**config.mk**
```make
export PLATFORM = sky130hd
export DESIGN_NAME = array_bus_fifo
export DESIGN_NICKNAME = d
export VERILOG_FILES = /design/src/rtl/array_bus_fifo.sv
export SDC_FILE = /design/constraint.sdc
export NUM_CORES = 1
export LEC_CHECK = 0
export ABC_AREA = 1
export BUFFER_PORTS_ARGS = -buffer_cell sky130_fd_sc_hd__buf_2
export CORE_UTILIZATION = 65
export CTS_BUF_LIST = sky130_fd_sc_hd__clkbuf_2
export DETAILED_ROUTE_END_ITERATION = 8
export PLACE_DENSITY = 0.86
export SLEW_MARGIN = 20
export SYNTH_ARGS = -nofsm -noshare
export SYNTH_HDL_FRONTEND = slang
export SYNTH_SLANG_ARGS = --single-unit
```
**constraint.sdc**
```tcl
create_clock -name clk -period 3.9 [get_ports clk]
set_input_delay 0.39 -clock clk [delete_from_list [all_inputs] [get_ports clk]]
set_output_delay 0.39 -clock clk [all_outputs]
set_load 0.05 [all_outputs]
```
**src/rtl/array_bus_fifo.sv**
```systemverilog
// Multi-lane valid/ready FIFO stage for unpacked array buses: NUM_CH independent lanes, DEPTH entries each.
// Optional occupancy output out_level is compiled in when the macro ARRAY_BUS_LEVEL_EN is defined.
module array_bus_fifo #(
    parameter int NUM_CH = 2,
    parameter int DATA_W = 8,
    parameter int DEPTH  = 4
) (
    input  logic              clk,
    input  logic              rst_n,
    input  logic [DATA_W-1:0] in_data   [0:NUM_CH-1],
    input  logic              in_valid  [0:NUM_CH-1],
    output logic              in_ready  [0:NUM_CH-1],
    output logic [DATA_W-1:0] out_data  [0:NUM_CH-1],
    output logic              out_valid [0:NUM_CH-1],
    input  logic              out_ready [0:NUM_CH-1]
`ifdef ARRAY_BUS_LEVEL_EN
    ,
    output logic [$clog2(DEPTH+1)-1:0] out_level [0:NUM_CH-1]
`endif
);

    localparam int PW = (DEPTH > 1) ? $clog2(DEPTH) : 1;
    localparam int CW = $clog2(DEPTH + 1);

    localparam logic [PW-1:0] PTR_ONE   = PW'(1);
    localparam logic [CW-1:0] CNT_ONE   = CW'(1);
    localparam logic [CW-1:0] CNT_ZERO  = CW'(0);
    localparam logic [CW-1:0] CNT_FULL  = CW'(DEPTH);

    for (genvar g = 0; g < NUM_CH; g++) begin : g_lane
        logic [DATA_W-1:0] mem_r [0:DEPTH-1];
        logic [PW-1:0]     wr_ptr_r;
        logic [PW-1:0]     rd_ptr_r;
        logic [PW-1:0]     wr_ptr_s;
        logic [PW-1:0]     rd_ptr_s;
        logic [CW-1:0]     count_r;
        logic [CW-1:0]     count_s;
        logic [DATA_W-1:0] head_r;
        logic [DATA_W-1:0] head_s;
        logic              valid_r;
        logic              ready_r;
        logic              push_s;
        logic              pop_s;

        assign push_s = in_valid[g] & ready_r;
        assign pop_s  = out_ready[g] & valid_r;

        // Next occupancy and pointers from this cycle's handshakes.
        always_comb begin
            count_s  = count_r;
            wr_ptr_s = wr_ptr_r;
            rd_ptr_s = rd_ptr_r;
            case ({push_s, pop_s})
                2'b10:   count_s = count_r + CNT_ONE;
                2'b01:   count_s = count_r - CNT_ONE;
                default: count_s = count_r;
            endcase
            if (push_s) begin
                wr_ptr_s = wr_ptr_r + PTR_ONE;
            end else begin
                wr_ptr_s = wr_ptr_r;
            end
            if (pop_s) begin
                rd_ptr_s = rd_ptr_r + PTR_ONE;
            end else begin
                rd_ptr_s = rd_ptr_r;
            end
        end

        // Next head word; a push landing in the slot that becomes the head is forwarded
        // into the output register (never straight to the port), so latency stays one clock.
        always_comb begin
            head_s = head_r;
            if (count_s == CNT_ZERO) begin
                head_s = head_r;
            end else if (push_s && (wr_ptr_r == rd_ptr_s)) begin
                head_s = in_data[g];
            end else begin
                head_s = mem_r[rd_ptr_s];
            end
        end

        // Lane state and registered handshake outputs.
        always_ff @(posedge clk) begin
            if (!rst_n) begin
                wr_ptr_r <= '0;
                rd_ptr_r <= '0;
                count_r  <= '0;
                head_r   <= '0;
                valid_r  <= 1'b0;
                ready_r  <= 1'b0;
            end else begin
                wr_ptr_r <= wr_ptr_s;
                rd_ptr_r <= rd_ptr_s;
                count_r  <= count_s;
                head_r   <= head_s;
                valid_r  <= (count_s != CNT_ZERO);
                ready_r  <= (count_s != CNT_FULL);
            end
        end

        // Payload storage needs no reset; occupancy gates every read.
        always_ff @(posedge clk) begin
            if (rst_n && push_s) begin
                mem_r[wr_ptr_r] <= in_data[g];
            end
        end

        assign in_ready[g]  = ready_r;
        assign out_valid[g] = valid_r;
        assign out_data[g]  = head_r;
`ifdef ARRAY_BUS_LEVEL_EN
        assign out_level[g] = count_r;
`endif
    end

endmodule

```
* Word level (Yosys, flattened, before mapping)
Memories as Yosys holds them, arrays and structs flattened. A register that Yosys moved wholly into a read port is not among the register bits.
Cells that the tools add are included.
** Word-level totals
- Register bits after elaboration :: 18
- Memory bits (writable) :: 64
- Output and inout bits :: 20
- Word-level logic and storage cells :: 48
- Memories kept :: 2
** Cells by class
- $add $sub $neg :: 8
- Eq/ne operators :: 6
- Mux-type cells :: 8
- Bitwise operators :: 4
- Reduce and logical (&&, ||, !) cells :: 10
** Memory list
- g_lane[0].mem_r :: words 4, width 8, read ports 1, clocked after Yosys merged registers in 1, wr ports 1, line 31 : logic [DATA_W-1:0] mem_r [0:DEPTH-1];
- g_lane[1].mem_r :: words 4, width 8, read ports 1, clocked after Yosys merged registers in 1, wr ports 1, line 31
** Operator list (count)
- $pmux 3 s2 :: 2
- $add 2x1->2 const B :: 4
- $add 3x1->3 const B :: 2
- $logic_not 3->1 :: 2
- $ne 3x3->1 const B :: 2
- $reduce_bool 3->1 :: 2
- $sub 3x1->3 const B :: 2
- $and 1x1->1 :: 4
- $eq 2x1->1 const B :: 2
- $eq 2x2->1 const B :: 2
- $logic_not 1->1 :: 4
- $mux 1 :: 4
- $mux 2 :: 2
- $logic_and 1x1->1 :: 2

* Depth between registers and ports, before layout
Gate-level depths: netlist of the first run.
- Depth after elaboration :: 5
- Gate-level depth with buffers :: 13
- Gate-level depth less buffers :: 13

* Worst setup path before layout of the first run
No wires, ideal clock.
- Path kind :: input port to flip-flop
- Start :: input port out_ready[1] in the netlist's numbering
- End :: register g_lane[0].head_r[0] (read register of g_lane[0].mem_r)
- Arrival time :: 1.928 ns
- Slack :: 1.913 ns
- Stages :: 11
- Buffers on the path :: 0
- Path through :: nand2_1 > clkinv_1 > ha_1 > fa_1 > nand2_1 > nand2_1 > nor2_1 > nand3_1 > nor2_2 > nand2_1 > nand2_1
** On the way
- Longest elaborated chain between the ends :: 5
- Elaborated cells on any way between the ends :: 7
** RTL lines
- from (decl) :: line 15 : input logic out_ready [0:NUM_CH-1]
- $and 1x1->1 * :: line 46 : assign pop_s = out_ready[g] & valid_r;
- $eq 2x1->1 / $eq 2x2->1 (equally long branches) :: line 53 : case ({push_s, pop_s})
- $pmux 3 s2 :: line 53
- $logic_not 3->1 :: line 74 : if (count_s == CNT_ZERO) begin
- $logic_not 1->1 (no line)
- to (decl) :: line 38 : logic [DATA_W-1:0] head_r;
Every way passes the cells marked *; elsewhere a longest branch is shown, timed or not.
A chain may end at the register's enable or synchronous reset.

* Worst setup path in the final report of the first run
- Start :: register g_lane[1].ready_r
- End :: register g_lane[1].head_r[4] (read register of g_lane[1].mem_r)
** On the way
- Longest elaborated chain between the ends :: 5
- Elaborated cells on any way between the ends :: 6
** RTL lines
- from (decl) :: line 41 : logic ready_r;
- from (signal assigned) :: line 98 : ready_r <= (count_s != CNT_FULL);
- $and 1x1->1 * :: line 45 : assign push_s = in_valid[g] & ready_r;
- $eq 2x1->1 / $eq 2x2->1 (equally long branches) :: line 53
- $pmux 3 s2 * :: line 53
- $logic_not 3->1 * :: line 74
- $logic_not 1->1 (no line) *
- to (decl) :: line 38
Marked as above.

==> results of run 1 <==
critical path, stage by stage (launching register included):
cell and delay [ns]:
dfxtp_1 0.44, nand2_1 0.15, ha_1 0.28, fa_1 0.45
nand2_1 0.10, nand2_1 0.06, nor2_1 0.15, nand3_1 0.14
nor2_2 0.29, nand2_1 0.10, nand2_1 0.08
state kept, by name (all words and copies together) (netlist names):
signal,count
g_lane.head_r,16
g_lane.count_r,6
g_lane.wr_ptr_r,4
g_lane.mem_r,64
g_lane.valid_r,2
g_lane.ready_r,2
g_lane.rd_ptr_r,4
cells by family (layout without fill, tap and decap cells):
kind of cell | after synthesis | count (layout) | share of synthesized area, %
flops | 98 | 98 | 57.5
simple gates | 276 | 276 | 30.5
buf+inv | 61 | 105 | 6.58
compound gates | 16 | 16 | 1.77
fa+ha+maj | 12 | 12 | 3.65
power breakdown:
part           switching [mW]  internal, mW  leakage (nW)
clock                   0.348         0.152        0.0641
combinational           0.715         0.241          1.19
sequential             0.0791          1.22         0.858
layer usage:
layer | track usage [%] | vias to the layer above | wire [um]
met5 | 0 | - | 0
met4 | 11.5 | 0 | 170
met3 | 4.96 | 16 | 429
met2 | 44.8 | 103 | 4540
met1 | 30.8 | 1559 | 3580
li1 | - | 1627 | -
cell usage in the layout (no fill, tap or decap), drive strengths merged:
cell and n:
nand2 142, nand3 112, edfxtp 64, inv 47, buf 41, dfxtp 34, nor2 18, a21oi 12
ha 10, clkbuf 9, nand4 4, o21ai 4, clkinv 3, clkinvlp 3, fa 2, bufinv 1
dlygate4sd3 1
synthesized netlist by cell type (all sizes together):
| cell | n | share of area [%] |
|---|---|---|
| nand2 | 142 | 14 |
| nand3 | 112 | 13 |
| edfxtp | 64 | 42 |
| inv | 45 | 3.8 |
| dfxtp | 34 | 15 |
| nor2 | 18 | 2.3 |
| buf | 13 | 2.5 |
| a21oi | 12 | 1.3 |
| ha | 10 | 2.8 |
| nand4 | 4 | 0.55 |
| o21ai | 4 | 0.44 |
| clkinv | 2 | 0.17 |
| fa | 2 | 0.88 |
| clkbuf | 1 | 0.083 |
final timing paths:
kind	end	cells after the start
worst max-delay path	g_lane[1].head_r[4]$_SDFFE_PN0P_	10
worst min-delay path	g_lane[1].mem_r[3][4]$_DFFE_PP_	1
worst max register to register	g_lane[1].head_r[4]$_SDFFE_PN0P_	10
worst min register to register	g_lane[0].head_r[0]$_SDFFE_PN0P_	2
cell type report:
class / count / area (sq um) / area share, %
timing repair buffer: 42 / 215 / 4.44
sequential: 98 / 2600 / 53.7
clock buffer: 9 / 45.0 / 0.930
inverter: 47 / 181 / 3.74
multi-input combinational: 304 / 1620 / 33.5
clock inverter: 7 / 76.3 / 1.58
tap: 80 / 100 / 2.07
==> flow_summary.ini, run 1 <==
[routing]
wl_um = 8720
wl_per_cell_um = 14.9
antenna_left = 0
vias_per_cell = 5.63
vias = 3305
first_pass_iters = 5
drc = 0
drtIter0Drc = 198

[final_layout]
area_growth_pct = 7.08
final_area_sq_um = 4840
post-route-util_pct = 71.7
drive_above_1_share_pct = 18.3
instances_no_fill = 587
fill_cells = 534
antenna_cells = 0
layout.nets = 536

[setup_path]
endpoint_kind = flip-flop
critPathKind = reg2reg
crit_arrival_ns = 2.80
r2r_slack_ns = 1.62
crit_required_ns = 4.41
startpoint = g_lane[1].ready_r$_SDFF_PN0_
crit_fanout = 8
start_kind = flip-flop
reg2reg_from = g_lane[1].ready_r$_SDFF_PN0_

[global_route]
grt_pass1_vias = 3126
grt_pass1_wl_um = 14300
grtUsageTotal_pct = 25.6
grt_max_degree = 21
grt-ovfl-total = 0
antenna_found_initial = 0

[sta]
tightest_slew_ns = 0.826
fin_skew_ns = 0.0281
min_period_ns = 2.28
setup_ws_ns = 1.62
max_freq_mhz = 438
fin_crit_sh_pct = 58.6
hold_viol_final = 0
setup_viol = 0
drv_slew = 0
maxSlewHeadroom_pct = 44.8
fin_hold_ws_ns = 0.0352
tns_ns = 0
grt_setup_unrepaired = false

[logic_synthesis]
yosys_warnings = 0
yosysSeqAreaShare_pct = 57.5
synth_area_sq_um = 4520
ys_types = 23
syn_nets = 497
avgSynthCellArea_sq_um = 9.77
synth_seq_cells = 98
synth_cells = 463

[hold_path]
hold_class = in2reg
hold_start = in_data[4]

[floorplanning]
fp.dieW_um = 85.4
rows = 30
die_h_um = 85.4
dieArea_sq_um = 7300
core_sq_um = 6760
start_util_pct = 67.0
ioPinCount = 42

[clock_network]
cts-buffers-inserted = 9
cts_resized = 0
postCtsHoldBufs = 0
cts_tree = yes
clk_pin_slew_worst_paths_ns = 0.27
clk_latency_ns = 0.56
cts-htree-levels = 3
root_buffer = clkbuf_2
clock-sinks = 98
cts_setup_buffers = 0
clockBufferDepth = 2

[place]
place_congestion = 0.783
dp_cells = 570
dpl_cell_area_sq_um = 4710
port_buffers = 41
hpwl_um = 6130
dp_slack_ns = 1.55

[pwr]
powerDensity_nw_per_um2 = 568
ir_drop_uv = 304
fin_total_pwr_mw = 2.75
leakagePower_nw = 2.11

[job]
max-cap-violations = 0

[status]
status = complete, no violations
No activity file was read; power rests on OpenSTA's default activity.
==> run 2: changes to the inputs <==
Settings changed: CORE_UTILIZATION 65 to 55, PLACE_DENSITY 0.86 to 0.78.
Clock period 3.9 ns to 2 ns, I/O delays scaled along.
==> run 2 against run 1 <==
Clock skew grew 0.018 ns; total power is 110% higher; clock-buffer cell count rose by 1; clock power grew 99%; via count rose by 5.4%; routed wire length up 9.3%; setup slack lost 1.6 ns; final cell count increased by 11%; register-to-register slack worse by 1.6 ns; sequential power grew 94%.
==> flow_summary.ini, run 2 (synthesized netlist as in run 1, its figures left out) <==
[status]
status = complete, no violations

[clock_network]
cts_tree = yes
clockBufferDepth = 2
cts-buffers-inserted = 9
clk_latency_ns = 0.59
root_buffer = clkbuf_2
cts-htree-levels = 3
clock-sinks = 98
clk_pin_slew_worst_paths_ns = 0.27

[job]
max-cap-violations = 0

[routing]
vias = 3484
first_pass_iters = 5
wl_per_cell_um = 14.6
drtIter0Drc = 225
drc = 0
wl_um = 9530
antenna_left = 0
vias_per_cell = 5.34

[sta]
drv_slew = 0
maxSlewHeadroom_pct = 76.0
grt_setup_unrepaired = true
max_freq_mhz = 502
min_period_ns = 1.99
setup_ws_ns = 0.00910
tightest_slew_ns = 0.359
fin_skew_ns = 0.0465
fin_crit_sh_pct = 99.5
hold_viol_final = 0
setup_viol = 0

[final_layout]
largest_register = g_lane.mem_r
largest_reg_flops = 64
biggestRegsByFlops = g_lane.mem_r x64, g_lane.head_r x16, g_lane.count_r x6
drive_above_1_share_pct = 26.2
fill_cells = 629
most-common-layout-cells = nand2_1, nand3_1, edfxtp_1
antenna_cells = 0
layout.nets = 579
area_growth_pct = 18.3
post-route-util_pct = 68.2
final_common_cell = nand2_1

[setup_path]
crit_required_ns = 2.51
critPathKind = reg2reg
crit_arrival_ns = 2.51
start_kind = flip-flop
endpoint_kind = flip-flop
crit_fanout = 4

[pwr]
ir_drop_uv = 435
leakagePower_nw = 2.35
powerDensity_nw_per_um2 = 1060
fin_total_pwr_mw = 5.67

[floorplanning]
die_h_um = 92.7
fp.dieW_um = 92.7
start_util_pct = 57.7
ioPinCount = 42
dieArea_sq_um = 8590
rows = 32
core_sq_um = 7850

[hold_path]
hold_class = in2reg

[global_route]
grt_pass1_vias = 3224
antenna_found_initial = 0
grt_pass1_wl_um = 15600
grt_max_degree = 19
grtUsageTotal_pct = 23.9
grt-ovfl-total = 0

[place]
dp_slack_ns = -0.0384
hpwl_um = 6210
place_congestion = 0.891
port_buffers = 41
## run 2: cell count changes in the layout (fill, tap and decap cells not counted), moves of 4 or more
cell           change
buf_4             +24
dlygate4sd3_1     +16
nand2_1            -9
nand2_2            +7
nand3_1            -5
nand3_2            +4
## run 2: report_power, final
| group | switching, mW | internal [mW] | leakage [nW] |
|---|---|---|---|
| clock network | 0.686 | 0.309 | 0.0707 |
| registers | 0.129 | 2.37 | 0.858 |
| logic | 1.54 | 0.638 | 1.42 |
## run 2: worst paths after layout
| path | from | endpoint | slack [ns] | cells past startpoint |
|---|---|---|---|---|
| worst max-delay path | g_lane[0].valid_r$_SDFF_PN0_ | g_lane[0].head_r[7]$_SDFFE_PN0P_ | 0.009 | 12 |
| worst min-delay path | in_valid[1] | g_lane[0].wr_ptr_r[1]$_SDFFE_PN0P_ | 0.05 | 4 |
| worst max register to register | g_lane[0].valid_r$_SDFF_PN0_ | g_lane[0].head_r[7]$_SDFFE_PN0P_ | 0.009 | 12 |
| worst min register to register | g_lane[1].head_r[4]$_SDFFE_PN0P_ | g_lane[1].head_r[4]$_SDFFE_PN0P_ | 0.47 | 2 |
## run 2: critical path: stages, from the launching register on
cell and delay (ns):
dfxtp_2 0.38, nand2_2 0.06, inv_2 0.05, ha_4 0.16, fa_1 0.43, nand2_1 0.09, nand2_1 0.06, nor2_2 0.13
nand3_2 0.13, nand2_4 0.13, clkinvlp_4 0.16, nand3_2 0.10, nand2_1 0.05
## run 2: layer usage
metal  track usage (%)  vias up  share of wire [%]
met5                 0        -                  0
met4              6.15        0                1.1
met3              5.42       13                6.7
met2              38.4      125                 48
met1              32.9     1630                 45
li1                  -     1716                  -
## run 2: area by class of cell
type                            count  area (sq um)  share of cell area, %
Sequential cell                    98          2610                   48.7
Multi-Input combinational cell    304          1730                   32.3
Timing Repair Buffer               83           567                   10.6
Inverter                           47           184                   3.44
Tap cell                          102           128                   2.38
Clock inverter                      6          73.8                   1.38
Clock buffer                       10          50.0                  0.935
Timing Repair inverter              2          13.8                  0.257
## run 2: repair_timing
action	4_1_cts	5_1_grt
buffers inserted	0	4
gates cloned	0	2
endpoints found under the setup margin	13	17
resized for setup	8	25
hold buffers	17	0
pin swaps	0	15
endpoints found under the hold margin	82	0
## run 2: through the flow
step	setup TNS (ns)	cell area (sq um)	instances	hold WS, ns
floorplan	0	4520	463	0.299
global placement	0	4900	613	0.430
detailed placement	-0.213	4900	613	0.433
CTS	0	5220	646	0.0239
global route	-0.187	5350	652	0.0301
finish	0	5350	652	0.0491
==> run 3: changes to the inputs <==
Settings changed: CORE_UTILIZATION 55 to 35, PLACE_DENSITY 0.78 to not set.
==> run 3 against run 2 <==
Clock-buffer cell count down 1; clock power down 0.7%; clock skew up 0.0022 ns; setup slack better by 0.0079 ns; routed wire length up 1.3%; critical path type unchanged; largest cell class unchanged; largest power group unchanged.
==> flow_summary.ini, run 3 (synthesized netlist as in run 1, its figures left out) <==
[sta]
fin_hold_ws_ns = 0.164
max_freq_mhz = 504
grt_setup_unrepaired = true
fin_crit_sh_pct = 99.2
min_period_ns = 1.98
hold_viol_final = 0
fin_skew_ns = 0.0487
drv_slew = 0
setup_ws_ns = 0.0170
maxSlewHeadroom_pct = 78.2
setup_viol = 0
tightest_slew_ns = 0.326

[floorplanning]
ioPinCount = 42
die_h_um = 116
core_sq_um = 12600
start_util_pct = 35.9
rows = 41
dieArea_sq_um = 13400
fp.dieW_um = 116

[setup_path]
crit_required_ns = 2.56
r2r_slack_ns = 0.02
endpoint_kind = flip-flop
start_kind = flip-flop
rr_worst_depth = 12
setup.worst_path.end = g_lane[0].head_r[0]$_SDFFE_PN0P_
reg2reg_from = g_lane[0].valid_r$_SDFF_PN0_
crit_arrival_ns = 2.54
crit_fanout = 8
r2r-end = g_lane[0].head_r[0]$_SDFFE_PN0P_
critPathKind = reg2reg
startpoint = g_lane[0].valid_r$_SDFF_PN0_

[final_layout]
antenna_cells = 0
area_growth_pct = 21.0
final_common_cell = nand2_1
fill_cells = 1262
biggestRegsByFlops = g_lane.mem_r x64, g_lane.head_r x16, g_lane.count_r x6
most-common-layout-cells = nand2_1, nand3_1, edfxtp_1
largest_register = g_lane.mem_r
layout.nets = 584
regArea_sq_um = 2610
drive_above_1_share_pct = 27.2
instances_no_fill = 727
multiInputGateArea_sq_um = 1720
largest_reg_flops = 64

[clock_network]
cts_tree = yes
clockBufferDepth = 2
clk_pin_slew_worst_paths_ns = 0.29
cts-buffers-inserted = 9
clk_latency_ns = 0.60
cts-htree-levels = 3
root_buffer = clkbuf_2
clock-sinks = 98

[routing]
first_pass_iters = 4
wl_um = 9650
wl_per_cell_um = 13.3
drc = 0
vias_per_cell = 4.63
drtIter0Drc = 199
antenna_left = 0
vias = 3367

[pwr]
leakagePower_nw = 2.38
ir_drop_uv = 697
powerDensity_nw_per_um2 = 1030

[global_route]
grt_pass1_vias = 3257
grt-ovfl-total = 0
grtUsageTotal_pct = 15.8
grt_max_degree = 19
grt_pass1_wl_um = 15800
antenna_found_initial = 0

[place]
dp_slack_ns = -0.0790
hpwl_um = 6470
place_congestion = 0.757
port_buffers = 41
dp_cells = 686

[hold_path]
whs_path_depth = 7
hold_class = in2reg

[status]
status = complete, no violations

[job]
max-cap-violations = 0
==> run 3: cell count changes in the layout (fill, tap and decap cells not counted), sizes merged <==
cell,previous run,this run
buf,66,70
dlygate4sd3,17,20
clkbuf,10,9
clkinv,2,1
==> run 3: layout make-up <==
class                   count  area share (%)
multi-input cells         304            31.4
clock inverters             7            1.42
well taps                 172            3.93
inverters                  47            3.31
clock buffers               9           0.823
repair buffers             90            11.4
flip-flops and latches     98            47.6
==> run 3: repair_timing <==
action	4_1_cts	5_1_grt
hold buffers	20	0
pin swaps	4	27
endpoints found under the hold margin	86	0
setup endpoints to repair	16	16
gates resized for setup	11	23
setup buffers	0	5
==> run 3: worst max-delay path: stages (launching register included) <==
cell and delay, ns:
dfxtp_2 0.40, nand2_2 0.07, inv_2 0.05, ha_4 0.16, fa_1 0.46, nand2_2 0.09, nand2_2 0.07, nor2_4 0.12
nand3_2 0.11, nor2_2 0.13, buf_6 0.16, nand2_1 0.06, nand2_1 0.06
==> run 3: how the worst min path moves through the flow <==
stage	slack (ns)	start	to
global placement	0.43	in_data[10]	g_lane[0].mem_r[3][2]$_DFFE_PP_
floorplan	0.30	in_data[8]	g_lane[0].mem_r[0][0]$_DFFE_PP_
detailed placement	0.43	g_lane[0].head_r[6]$_SDFFE_PN0P_	g_lane[0].head_r[6]$_SDFFE_PN0P_
finish	0.16	out_ready[1]	g_lane[0].count_r[0]$_SDFF_PN0_
global route	0.09	out_ready[1]	g_lane[0].count_r[0]$_SDFF_PN0_
CTS	0.10	out_ready[0]	g_lane[1].count_r[0]$_SDFF_PN0_
==> run 3: through the flow <==
| step | utilization, % | setup TNS [ns] | cell area, sq um | total power, mW |
|---|---|---|---|---|
| 2_1_floorplan | - | 0 | 4520 | 4.04 |
| 3_3_place_gp | 39.7 | -0.00203 | 5010 | 4.49 |
| 3_5_place_dp | 39.7 | -0.569 | 5010 | 4.52 |
| 4_1_cts | 42.5 | 0 | 5370 | 5.60 |
| 5_1_grt | 43.4 | -0.852 | 5480 | 6.02 |
| 6_report | 43.4 | 0 | 5480 | 5.66 |
==> run 3: per-layer routing <==
layer	GRT usage (%)	wire, um	part of all wire, %	vias to the layer above
li1	-	-	-	1722
met1	19.0	4440	46	1573
met2	26.9	4730	49	61
met3	4.39	306	3.2	11
met4	5.90	175	1.8	0
met5	0	0	0	-
==> run 3: power breakdown <==
part	switching [mW]	total [mW]	internal [mW]
sequential	0.133	2.51	2.37
combinational	1.50	2.16	0.667
clock	0.691	0.988	0.297
